[src/rtl/btn_debounce_pulse.sv]
// Push-button conditioner: 2-flop synchronizer, one-hot debounce FSM, SCEN/MCEN/CCEN enables.
// Define BTN_AUTOREPEAT_EN to enable MCEN auto-repeat while the button is held.
module btn_debounce_pulse #(
    parameter int DB_COUNT  = 500000,
    parameter int REP_COUNT = 25000000
) (
    input  logic ClkPort,
    input  logic Reset,
    input  logic PB,
    output logic DPB,
    output logic SCEN,
    output logic MCEN,
    output logic CCEN
);

    localparam int CNT_W = 25;
    localparam logic [CNT_W-1:0] DB_LAST = CNT_W'(DB_COUNT - 1);

    localparam int S_INI  = 0;
    localparam int S_WQ   = 1;
    localparam int S_SCEN = 2;
    localparam int S_CCR  = 3;
    localparam int S_MCEN = 4;
    localparam int S_WFCR = 5;

    localparam logic [5:0] ST_INI  = 6'b000001;
    localparam logic [5:0] ST_WQ   = 6'b000010;
    localparam logic [5:0] ST_SCEN = 6'b000100;
    localparam logic [5:0] ST_CCR  = 6'b001000;
    localparam logic [5:0] ST_MCEN = 6'b010000;
    localparam logic [5:0] ST_WFCR = 6'b100000;

    if (DB_COUNT < 2 || DB_COUNT >= (1 << CNT_W) ||
        REP_COUNT < 2 || REP_COUNT >= (1 << CNT_W)) begin : g_bad_param
        $error("btn_debounce_pulse: DB_COUNT/REP_COUNT out of range 2..2^25-1");
    end

`ifdef BTN_AUTOREPEAT_EN
    localparam logic [CNT_W-1:0] REP_LAST = CNT_W'(REP_COUNT - 1);
`endif

    logic             pb_meta_q, pb_meta_d;
    logic             pb_s_q, pb_s_d;
    logic [5:0]       state_q, state_d;
    logic [CNT_W-1:0] cnt_q, cnt_d;

    always_comb begin
        pb_meta_d = PB;
        pb_s_d    = pb_meta_q;
    end

    // State register; the synchronizer is cleared with it so a held button restarts debounce.
    always_ff @(posedge ClkPort or posedge Reset) begin
        if (Reset) begin
            pb_meta_q <= 1'b0;
            pb_s_q    <= 1'b0;
            state_q   <= ST_INI;
            cnt_q     <= '0;
        end else begin
            pb_meta_q <= pb_meta_d;
            pb_s_q    <= pb_s_d;
            state_q   <= state_d;
            cnt_q     <= cnt_d;
        end
    end

    always_comb begin
        state_d = state_q;
        cnt_d   = cnt_q;
        case (1'b1)
            state_q[S_INI]: begin
                if (pb_s_q) begin
                    state_d = ST_WQ;
                    cnt_d   = '0;
                end
            end
            state_q[S_WQ]: begin
                if (!pb_s_q) begin
                    state_d = ST_INI;
                    cnt_d   = '0;
                end else if (cnt_q == DB_LAST) begin
                    state_d = ST_SCEN;
                    cnt_d   = '0;
                end else begin
                    cnt_d = cnt_q + 1'b1;
                end
            end
            state_q[S_SCEN]: begin
                state_d = ST_CCR;
                cnt_d   = '0;
            end
            state_q[S_CCR]: begin
                if (!pb_s_q) begin
                    state_d = ST_WFCR;
                    cnt_d   = '0;
                end
`ifdef BTN_AUTOREPEAT_EN
                else if (cnt_q == REP_LAST) begin
                    state_d = ST_MCEN;
                    cnt_d   = '0;
                end else begin
                    cnt_d = cnt_q + 1'b1;
                end
`endif
            end
            state_q[S_MCEN]: begin
                state_d = ST_CCR;
                cnt_d   = '0;
            end
            state_q[S_WFCR]: begin
                // A release bounce returns to CCR without issuing another SCEN.
                if (pb_s_q) begin
                    state_d = ST_CCR;
                    cnt_d   = '0;
                end else if (cnt_q == DB_LAST) begin
                    state_d = ST_INI;
                    cnt_d   = '0;
                end else begin
                    cnt_d = cnt_q + 1'b1;
                end
            end
            default: begin
                state_d = ST_INI;
                cnt_d   = '0;
            end
        endcase
    end

    always_comb begin
        DPB  = state_q[S_SCEN] | state_q[S_CCR] | state_q[S_MCEN] | state_q[S_WFCR];
        CCEN = DPB;
        SCEN = state_q[S_SCEN];
        MCEN = state_q[S_SCEN] | state_q[S_MCEN];
    end

endmodule

[config.mk]
export PLATFORM = sky130hd
export DESIGN_NAME = btn_debounce_pulse
export DESIGN_NICKNAME = d
export VERILOG_FILES = /design/src/rtl/btn_debounce_pulse.sv
export SDC_FILE = /design/constraint.sdc
export NUM_CORES = 1
export LEC_CHECK = 0
export CORE_MARGIN = 2
export CORE_UTILIZATION = 30
export CTS_BUF_LIST = sky130_fd_sc_hd__clkbuf_8
export CTS_CLUSTER_SIZE = 12
export DETAILED_ROUTE_END_ITERATION = 6
export GPL_TIMING_DRIVEN = 0
export HOLD_SLACK_MARGIN = 0.15
export PLACE_DENSITY = 0.49
export RECOVER_POWER = 50
export SLEW_MARGIN = 20
export SYNTH_ARGS = -nofsm -noshare
export SYNTH_HDL_FRONTEND = slang
export SYNTH_SLANG_ARGS = --single-unit
[constraint.sdc]
create_clock -name ClkPort -period 2.58 [get_ports ClkPort]
set_input_delay 0.516 -clock ClkPort [delete_from_list [all_inputs] [get_ports ClkPort]]
set_output_delay 0.516 -clock ClkPort [all_outputs]
set_load 0.01 [all_outputs]
==> After elaboration in Yosys (flattened, before gate mapping) <==
Cells that the tools add are included.
{ "word_totals": {"ff_bits": 33, "input_bits": 3, "out_inout_bits": 4, "word_cells": 42} }
{ "op_classes": {"n_addsub": 1, "eq_ne": 4, "mux": 23, "bitwise": 4, "reduce_logical": 3} }
{ "ops": {"columns": ["cell", "n"], "rows": [
  ["25-bit two-way mux", 11],
  ["6-bit two-way mux", 12],
  ["25-bit by 1-bit adder with 25-bit output (second input constant)", 1],
  ["25-bit by 19-bit equality test with 1-bit output (second input constant)", 1],
  ["5-bit inequality test (second input constant)", 1],
  ["4-bit by 3-bit inequality test with 1-bit output (second input constant)", 1],
  ["1-bit OR", 4],
  ["2-bit AND reduction", 2],
  ["3-bit AND reduction", 1],
  ["2-bit inequality test (second input constant)", 1]
]} }

==> Longest topological paths before layout <==
Gate-level depths: netlist of run 1.
{ "depth": {"word_depth": 9, "mapped_depth": 8, "mapped_depth_nobuf": 6} }

==> Least setup slack after synthesis of run 1 <==
OpenSTA, ideal clock, no wires.
{ "synth_path": {"kind": "reg-to-reg", "start": "reg cnt_q[0]", "end": "reg cnt_q[20]", "t_arrival_ns": 1.685, "path_slack_ns": 0.815, "path_stages_with_launch": 8, "synth_period_minus_slack_ns": 1.765, "path_cell_list": "dfrtp_1 -> ha_1 -> and4_2 -> and4_1 -> buf_4 -> nand3_2 -> or3_1 -> o211ai_2"} }
{ "synth_via": {"elab_chain_cells": 9, "word_cells_on_any_way": 11} }
{ "synth_lines": {"columns": ["item", "line", "source"], "rows": [
  ["from (decl)", "45", "logic [CNT_W-1:0] cnt_q, cnt_d;"],
  ["from (signal assigned)", "63", "cnt_q <= cnt_d;"],
  ["25-bit by 1-bit adder with 25-bit output or 25-bit by 19-bit equality test with 1-bit output (tied branches)", null, null],
  ["25-bit two-way mux (*)", "81, 115", null],
  ["25-bit two-way mux", "112", "if (pb_s_q) begin"],
  ["25-bit two-way mux (4 in series)", "70", "case (1'b1)"],
  ["25-bit two-way mux (*) (2 in series)", "70", null]
]} }
Every way passes the cells marked *; elsewhere a longest branch is shown, timed or not.
A chain may end at the register's enable or synchronous reset.

==> Worst setup path after layout of run 1 <==
{ "layout_path": {"start": "reg state_q[2]", "end": "out DPB"} }
{ "layout_via": {"elab_chain_cells": 3} }
{ "layout_lines": {"columns": ["item", "line", "source"], "rows": [
  ["from (decl)", "44", "logic [5:0] state_q, state_d;"],
  ["from (signal assigned)", "62", "state_q <= state_d;"],
  ["1-bit OR (3 in series)", "130", "DPB = state_q[S_SCEN] | state_q[S_CCR] | state_q[S_MCEN] | state_q[S_WFCR];"],
  ["to (decl)", "10", "output logic DPB,"]
]} }
Every way passes these cells.

==> results of run 1 <==
-- routing by layer --
layer | vias to the layer above | GRT usage
li1 | 832 | -
met1 | 830 | 0.211
met2 | 46 | 0.231
met3 | 11 | 0.0297
met4 | 0 | 0.0630
met5 | - | 0
-- cell type report --
| class | instances | area share |
|---|---|---|
| Buffer | 18 | 0.0464 |
| Clock buffer | 5 | 0.0319 |
| Clock inverter | 3 | 0.0180 |
| Tap cell | 75 | 0.0435 |
| Sequential cell | 32 | 0.372 |
| Timing Repair Buffer | 6 | 0.0279 |
| Inverter | 7 | 0.0122 |
| Multi-Input combinational cell | 152 | 0.448 |
-- worst min-delay path by stage --
stage                        end  slack (ns)  cells after the start
after floorplan           pb_s_q        0.33                      0
after global placement    pb_s_q        0.33                      0
after detailed placement  pb_s_q        0.34                      0
after CTS                 pb_s_q        0.36                      0
after global routing      pb_s_q        0.38                      0
final                     pb_s_q        0.36                      0
-- layout by cell type (no fill, tap or decap), types with 6 or more instances in the layout --
cell type  netlist  layout
and4_1           6       6
dfrtp_1         31      31
nand2_1         16      16
inv_1            7       8
nand3_1         14      14
nand4_1          8       8
clkbuf_1         6       6
nand3b_1         7       7
buf_4            7       7
a31oi_1         27      27
and3_1          11      11
nor2_1           9       9
-- registers in the layout, summed over array words and instances (netlist names) --
register	flops
cnt_q	25
pb_meta_q	1
pb_s_q	1
state_q	5
-- through the flow --
| stage | power, mW | setup slack [ns] | instances | util | cell area (um2) |
|---|---|---|---|---|---|
| 3_5_place_dp | 0.849 | 0.391 | 290 | 0.340 | 2050 |
| 6_report | 1.31 | 0.204 | 298 | 0.358 | 2160 |
| 5_1_grt | 1.39 | 0.145 | 298 | 0.358 | 2160 |
| 3_3_place_gp | 0.847 | 0.357 | 290 | 0.340 | 2050 |
| 2_1_floorplan | 0.769 | 0.815 | 209 | - | 1890 |
| 4_1_cts | 1.33 | 0.209 | 298 | 0.358 | 2160 |
-- cell families after synthesis --
family          after synthesis  share of synthesized area
xor+xnor                      2                    0.00925
fa+ha+maj                     1                    0.00660
flops                        32                      0.423
mux                           1                    0.00528
buf+inv                      25                     0.0667
simple gates                 90                      0.272
compound gates               58                      0.217
-- power breakdown --
part / switching [mW] / leakage (nW) / internal [mW]
registers: 0.0273 / 0.436 / 0.532
logic: 0.183 / 0.390 / 0.0949
clock network: 0.193 / 0.0593 / 0.282
==> results.sh, run 1 <==
export IMPL_tns_ns=0
export IMPL_drt_iter0_drc=193
export IMPL_cpPeakStageDelay_ns=0.47
export IMPL_grt_overflow=0
export IMPL_diodes=0
export IMPL_p_leak_nw=0.885
export IMPL_rsz0062_at_grt="false"
export IMPL_ys_warn_count=0
export IMPL_async_flop_share=1.00
export IMPL_grt_pass1_vias=1637
export IMPL_synth_most_common_cell="dfrtp_1"
export IMPL_slowest_stage="dfrtp_1"
export IMPL_synth_largest_area_cell="dfrtp_1"
export IMPL_ys_types=45
export IMPL_setup_viol=0
export IMPL_syn_avg_cell_area_um2=9.06
export IMPL_cap_violations=0
export IMPL_synth_common_cells="dfrtp_1, a31oi_1, nand2_1"
export IMPL_slew_headroom=0.164
export IMPL_arrival_ns=1.86
export IMPL_cp_top_family="buffers and inverters"
export IMPL_worstSkewPairLatency_ns=0.29
export IMPL_die_w_um=83.5
export IMPL_multiInputGateArea_um2=966
export IMPL_area_delta_synth_final_pct=13.8
export IMPL_ys_ff_latch=32
export IMPL_tightest_slew_ns=1.25
export IMPL_cts_resized=0
export IMPL_core_area_um2=6030
export IMPL_cts_num_sinks=32
export IMPL_startpoint="state_q[2]"
export IMPL_yosysSeqAreaShare=0.423
export IMPL_hp_class="reg2reg"
export IMPL_grt_start_max_net_pins=33
export IMPL_num_nets_final=226
export IMPL_min_period_over_period=0.921
export IMPL_cts_hold_buffers=0
export IMPL_pwr_density_cell_nw_per_um2=609
export IMPL_cts_root_buffer="clkbuf_8"
export IMPL_crit_chain="or3_1 > buf_4 > clkdlybuf4s50_1"
export IMPL_start_kind="register"
export IMPL_syn_inst=209
export IMPL_layout_drive_gt1_share=0.103
export IMPL_synth_flop_cell="dfrtp_1"
export IMPL_dp_hpwl_um=3470
export IMPL_outcome="complete, no violations"
export IMPL_antenna_found_initial=0
export IMPL_synth_area_leaders="dfrtp_1, a31oi_1, nand3_1, and3_1, nand2_1"
export IMPL_path_clk_slew_ns=0.07
export IMPL_port_buffers=6
export IMPL_die_h_um=83.5
export IMPL_period_needed_ns=2.38
export IMPL_start_util=0.314
export IMPL_rr_endpoint="cnt_q[19]"
export IMPL_wl_met2_um=2380
export IMPL_ir_worst_vdd_v=0.000311
export IMPL_endpoint="DPB"
export IMPL_grt_usage=0.152
export IMPL_ff2ff_setup_slack_ns=0.37
export IMPL_syn_area_um2=1890
export IMPL_n_fill_cell=651
export IMPL_route_detailed_drc=0
export IMPL_rr_startpoint="state_q[0]"
export IMPL_clock_fmax_ghz=0.421
export IMPL_fin_skew_ns=0.00732
export IMPL_num_vias=1719
export IMPL_die_area_um2=6970
export IMPL_cts_buffers=5
export IMPL_routed_wirelength_um=5070
export IMPL_syn_nets=213
export IMPL_grt_pass1_wl_um=8480
export IMPL_cts_tree="built"
export IMPL_synth_edf_count=0
export IMPL_synth_top_area_share=0.410
export IMPL_final_seq_area_um2=802
export IMPL_postCtsSetupBuffers=0
export IMPL_hold_violations=0
export IMPL_whs_ns=0.355
export IMPL_crit_cells=3
export IMPL_clk_path_buf_depth=2
export IMPL_hp_start="pb_meta_q"
export IMPL_wl_per_cell_um=17.0
export IMPL_row_count=28
export IMPL_boundaryPins=7
export IMPL_routed_via_density=5.77
export IMPL_wirelength_met1_um=2360
export IMPL_r2r_cells=5
export IMPL_antenna_left=0
export IMPL_highest_layer="met4"
export IMPL_crit_type="reg2out"
export IMPL_cp_end_kind="output pin"
export IMPL_gp_congestion=0.846
export IMPL_worstPathMaxFanout=9
export IMPL_firstDrtPassIters=4
export IMPL_wl_met3_um=249
export IMPL_path_buf_inv=2
export IMPL_htree_levels=2
export IMPL_critPathRequiredTime_ns=2.06
export IMPL_drv_slew=0
Power figures use the tool's default switching activity.
==> inputs of run 2 (changes only) <==
Settings changed: CAP_MARGIN set to 10, TNS_END_PERCENT set to 20.
==> results of run 2 <==
No change in the layout: final DEF, timing and power equal those of run 1.
